## config.mk

```make
export PLATFORM = sky130hd
export DESIGN_NAME = rr_stream_arb2
export DESIGN_NICKNAME = d
export VERILOG_FILES = /design/src/rtl/rr_stream_arb2.sv
export SDC_FILE = /design/constraint.sdc
export NUM_CORES = 1
export LEC_CHECK = 0
export CELL_PAD_IN_SITES_DETAIL_PLACEMENT = 1
export CELL_PAD_IN_SITES_GLOBAL_PLACEMENT = 1
export CORE_MARGIN = 2
export CORE_UTILIZATION = 24
export CTS_BUF_LIST = sky130_fd_sc_hd__clkbuf_8
export DETAILED_ROUTE_END_ITERATION = 16
export GPL_TIMING_DRIVEN = 0
export PLACE_DENSITY = 0.82
export SLEW_MARGIN = 40
export SYNTH_ARGS = -nofsm -noshare
export SYNTH_HDL_FRONTEND = slang
export SYNTH_SLANG_ARGS = --single-unit
```

## constraint.sdc

```tcl
create_clock -name clk -period 1.1 [get_ports clk]
set_input_delay 0.165 -clock clk [delete_from_list [all_inputs] [get_ports clk]]
set_output_delay 0.165 -clock clk [all_outputs]
set_load 0.01 [all_outputs]
```

## src/rtl/rr_stream_arb2.sv

```systemverilog
// rtl/rr_stream_arb2.sv - two-input round-robin stream arbiter with registered output (optional burst lock: RR_ARB_LOCK_EN)
module rr_stream_arb2 #(
    parameter int DW = 8
) (
    input  logic          clk,
    input  logic          rst_n,
    input  logic          i0_valid,
    input  logic [DW-1:0] i0_data,
    output logic          i0_ready,
    input  logic          i1_valid,
    input  logic [DW-1:0] i1_data,
    output logic          i1_ready,
`ifdef RR_ARB_LOCK_EN
    input  logic          i0_last,
    input  logic          i1_last,
    output logic          y_last,
`endif
    output logic          y_valid,
    input  logic          y_ready,
    output logic [DW-1:0] y_data,
    output logic          sel
);

    logic can_load;
    logic last_gnt;
    logic allow0, allow1;
    logic req0, req1;
    logic gnt0, gnt1;
    logic acc0, acc1;

    // The output register may load whenever it is empty or being drained this cycle.
    assign can_load = !y_valid || y_ready;

    assign req0 = i0_valid && allow0;
    assign req1 = i1_valid && allow1;

    always_comb begin
        gnt0 = 1'b0;
        gnt1 = 1'b0;
        if (req0 && req1) begin
            gnt0 = last_gnt;
            gnt1 = !last_gnt;
        end else begin
            gnt0 = req0;
            gnt1 = req1;
        end
    end

    assign i0_ready = can_load && gnt0;
    assign i1_ready = can_load && gnt1;
    assign acc0     = i0_valid && i0_ready;
    assign acc1     = i1_valid && i1_ready;

`ifdef RR_ARB_LOCK_EN
    typedef enum logic [1:0] {
        IDLE  = 2'd0,
        LOCK0 = 2'd1,
        LOCK1 = 2'd2
    } lock_t;

    lock_t state, state_nxt;
    logic  acc_last;

    assign acc_last = acc1 ? i1_last : i0_last;

    always_ff @(posedge clk or negedge rst_n) begin
        if (!rst_n) begin
            state <= IDLE;
        end else begin
            state <= state_nxt;
        end
    end

    // Any accepted beat decides the next state: a last beat releases, otherwise lock to its channel.
    always_comb begin
        state_nxt = state;
        if (acc0 || acc1) begin
            if (acc_last) begin
                state_nxt = IDLE;
            end else if (acc1) begin
                state_nxt = LOCK1;
            end else begin
                state_nxt = LOCK0;
            end
        end
    end

    always_comb begin
        allow0 = 1'b1;
        allow1 = 1'b1;
        case (state)
            LOCK0:   allow1 = 1'b0;
            LOCK1:   allow0 = 1'b0;
            default: ;
        endcase
    end

    always_ff @(posedge clk or negedge rst_n) begin
        if (!rst_n) begin
            y_last <= 1'b0;
        end else if (acc0 || acc1) begin
            y_last <= acc_last;
        end
    end
`else
    assign allow0 = 1'b1;
    assign allow1 = 1'b1;
`endif

    always_ff @(posedge clk or negedge rst_n) begin
        if (!rst_n) begin
            y_valid  <= 1'b0;
            y_data   <= '0;
            sel      <= 1'b0;
            last_gnt <= 1'b1;
        end else if (acc0 || acc1) begin
            y_valid  <= 1'b1;
            y_data   <= acc1 ? i1_data : i0_data;
            sel      <= acc1;
            last_gnt <= acc1;
        end else if (y_ready) begin
            y_valid  <= 1'b0;
        end
    end

endmodule

```

# Yosys cells after proc, flatten, opt, wreduce, memory -nomap -nowiden
# Index checks and enable logic that the tools add are counted.
# totals
word_cells	19
regBits	11
out_inout_bits	12
# classes
n_reduce_logical	10
muxes	5
# op_table
op	n
$mux 8	1
$logic_and 1x1->1	5
$mux 1	4
$logic_not 1->1	2
$logic_or 1x1->1	2
$reduce_bool 2->1	1

# Longest topological paths before layout
# logic_depth
ltp_word	6
mapped_depth	4

# Worst setup path after synthesis
# Ideal clock, no wire load.
# synth_path
path_type	reg2reg
start	register last_gnt
end	register sel
path_buffers	1
setup_ns	0.124
stages_incl_launch_ff	5
required_ns	0.976
slack_ns	-0.020
arrival_ns	0.996
cell_sequence	dfstp_2 nand2b_1 buf_6 and3_4 o21ai_2
# synth_lines
item	line_no	rtl
start: declaration	25	logic last_gnt;
start signal: assignment	115	last_gnt <= 1'b1;
start signal: assignment	120	last_gnt <= acc1;
$mux 1	40	if (req0 && req1) begin
$logic_and 1x1->1	49	assign i0_ready = can_load && gnt0;
named net i0_ready	9	output logic i0_ready,
$logic_and 1x1->1	51	assign acc0 = i0_valid && i0_ready;
$logic_or 1x1->1	116	end else if (acc0 || acc1) begin
end signal: assignment	114	sel <= 1'b0;
end signal: assignment	119	sel <= acc1;
end: declaration	21	output logic sel
# The timed path passes the listed nets, and every way through them passes these cells.
# A chain may end at the register's enable or synchronous reset.

# Final worst setup path
# layout_path
start	register last_gnt
end	output port i0_ready
# layout_via
elab_chain_len	2
# layout_lines
item	line_no
$mux 1	40
$logic_and 1x1->1	49
end: declaration	9
# Every way passes these cells.

==> key figures <==
STA
  – Worst setup margin: -0.254 ns
  – Hold Slack: 0.270 ns
  – Setup Skew: 0.00528 ns
  – Slew Limit Fails: 0
  – Hold Fails Final Rpt: 0
  – Unrepaired setup endpoints after global routing: yes
  – Slew HR: 64.0%
  – Slew @ Worst Pin: 0.538 ns
  – Setup TNS: -1.84 ns
  – Final period util: 123%
  – Final Setup Violations: 12
  – Max frequency: 0.739 GHz
  – Final min period: 1.35 ns

Clocking
  – CTS hold repair buffers: 0
  – Clk sink count: 11
  – Clk_lat worst skew: 0.25 ns
  – TritonCTS clock tree: built
  – Cell at the root of the clock tree: clkbuf_8
  – CTS clk-pin slew, worst paths: 0.06 ns
  – H-tree depth: 1
  – Max clock buf depth: 2
  – Num CTS Buffers: 3

Routing
  – Final ANT Viol Nets: 0
  – Detailed Routing Iterations Pass 1: 2
  – Drt via density: 4.55
  – Vias: 596
  – Iter 0 DRT Violations: 3
  – WL/cell: 14.1 um
  – Remaining DRCs: 0
  – Routed wire length: 1.85 mm

Hold path
  – Hold Crit Class: input pin to async pin

Run status
  – Failing checks: setup timing
  – Status: complete, but fails checks

Placed design
  – GPL Wtd Cong: 0.724
  – HPWL after detailed placement: 1.22 mm
  – Port buffer count: 32

Critical path
  – Startpoint types: flip-flop
  – Cell family with most CP delay: flip-flops
  – Worst Path Arrival: 1.19 ns
  – Crit path cell chain: nand2b_4 > and3_4 > buf_6
  – CP max stage cell: dfstp_2
  – CP bufs+invs: 1
  – Critical Path RT: 0.94 ns
  – Max stage delay on crit path: 0.54 ns
  – Crit path kind: flip-flop to output pin
  – Crit-path max FO: 2
  – Worst Setup End Kind: output pin

Floorplanning
  – I/O Pins: 33
  – Core area: 2210 um^2
  – DIE WIDTH: 52.3 um
  – Die H: 52.3 um
  – Rows: 17
  – Die area: 2740 um^2
  – Starting Density: 25.3%

Power
  – Leakage: 0.521 nW
  – Peak supply drop: 0.745 mV
  – Internal power: 1.01 mW
  – Comb power frac: 34.6%
  – Clock power share: 29.3%
  – PD cells: 1340 nW/um^2
  – Sw frac: 29.4%
  – Pwr Total: 1.43 mW
  – Sequential power share: 36.1%
  – Net Switching: 421 uW

Logic synthesis
  – Warnings, synthesis: 0
  – Synth area leader: dfrtp_1
  – Synthesized area per cell: 9.50 um^2
  – Gate Count Post-Synth: 59
  – Synthesized flop and latch total: 11
  – Largest cells by area after synthesis: dfrtp_1, o221ai_1, inv_1
  – Sequential share of the synthesized area: 49.3%
  – Top cell type's share of synthesized area: 44.6%
  – Mapped Area: 561 um^2
  – Syn_nets: 80
  – Yosys cell types: 18

Global routing
  – First-pass GRT wire length: 2.93 mm
  – Initial antenna violation count: 0
  – Vias in the first global route: 591
  – Total grt overflow: 0
  – Largest net degree at the start of global routing: 12
  – Total track usage: 15.2%

Layout
  – # nets final: 125
  – ANT cells: 0
  – Fill cells: 264
  – Share of layout cells above drive strength 1: 23.3%
  – Multi-input gate area: 224 um^2
  – Area Overhead vs Synth: 90.8%
  – Sequential Area: 277 um^2
  – Final core occ: 48.4%

Run
  – Max_cap viols: 0
through the flow:
| stage | setup WS (ns) | std cells | cell area (um^2) |
|---|---|---|---|
| after floorplan | -0.00899 | 59 | 568 |
| after global placement | -0.748 | 119 | 923 |
| after detailed placement | -0.757 | 119 | 923 |
| after CTS | -0.261 | 127 | 1010 |
| after global routing | -0.279 | 131 | 1070 |
| final | -0.254 | 131 | 1070 |
cells in the final DEF (no fill, tap or decap):
cell type         n
dfstp_2           1
buf_1             1
nand2b_4          2
inv_1            18
buf_4             5
o21a_2            1
buf_6             4
clkbuf_8          3
dlygate4sd2_1     8
nand3_4           1
nand4_1           8
nand2_4           1
buf_2             1
o221ai_1          8
nand2_1           1
dfrtp_1          10
a21oi_1           1
o21ai_2           1
clkdlybuf4s15_1   3
clkbuf_16         1
inv_2             1
and3_4            1
nor2_1            1
clkdlybuf4s50_1  19
a31oi_1           1
buf_8             1
logic make-up after synthesis:
family	count (synthesis)	share of synthesized area [%]
AOI/OAI and AO/OA	12	17.6
buffers and inverters	21	15.6
DFF	11	49.3
and+or+nand+nor	15	17.4
area by class of cell:
type | count | area share, %
Inverter | 18 | 6.32
Multi-Input combinational cell | 27 | 20.9
Clock inverter | 1 | 0.351
Timing Repair Buffer | 41 | 38.6
Clock buffer | 3 | 3.86
Buffer | 2 | 0.819
Tap cell | 28 | 3.27
Sequential cell | 11 | 25.8
worst register-to-register path, delay by kind of cell, from the launching register on:
family                 cells  cell delay (ns)
DFF                        1             0.54
buffers and inverters      3             0.35
and+or+nand+nor            2             0.14
AOI/OAI and AO/OA          1             0.10
cell usage after synthesis:
master / number
inv_1: 18
dfrtp_1: 10
nand4_1: 8
o221ai_1: 8
nand2_1: 2
a21oi_1: 1
a31oi_1: 1
and3_4: 1
buf_2: 1
buf_6: 1
clkbuf_1: 1
dfstp_2: 1
nand2b_1: 1
nand2b_2: 1
nand3_2: 1
nor2_1: 1
o21a_2: 1
o21ai_2: 1
layer usage:
metal,part of all wire [%],GRT usage (%),vias to the layer above
li1,-,-,293
met1,42,19.4,279
met2,50,23.5,19
met3,5.7,4.00,5
met4,1.7,7.69,0
met5,0,0,-
power by group through the flow:
stage	clock network, mW	registers (mW)	logic [mW]
after detailed placement	0	0.528	0.441
after global placement	0	0.526	0.432
after floorplan	0	0.556	0.156
after CTS	0.429	0.517	0.456
after global routing	0.455	0.525	0.540
final	0.419	0.517	0.496
path summary, 6_finish.rpt:
| path | slack (ns) | cells past startpoint | start | endpoint |
|---|---|---|---|---|
| min | 0.27 | 1 | rst_n | y_data[3] |
| min in group clk | 0.48 | 3 | i1_valid | last_gnt |
| max | -0.25 | 3 | last_gnt | i0_ready |
| max reg2reg | -0.17 | 6 | last_gnt | y_data[6] |
| min reg2reg | 0.52 | 2 | sel | sel |
| max in group asynchronous | 0.46 | 1 | rst_n | last_gnt |
what timing repair did:
item | in CTS | in global routing
gates resized for setup | 28 | 6
setup endpoints to repair | 21 | 15
setup buffers | 5 | 3
pin swaps | 1 | 0
gates cloned | 0 | 1
sequential cells by signal (all words and copies together) (netlist names):
name	count
last_gnt	1
sel	1
y_data	8
y_valid	1
(Power assumes the default switching activity.)
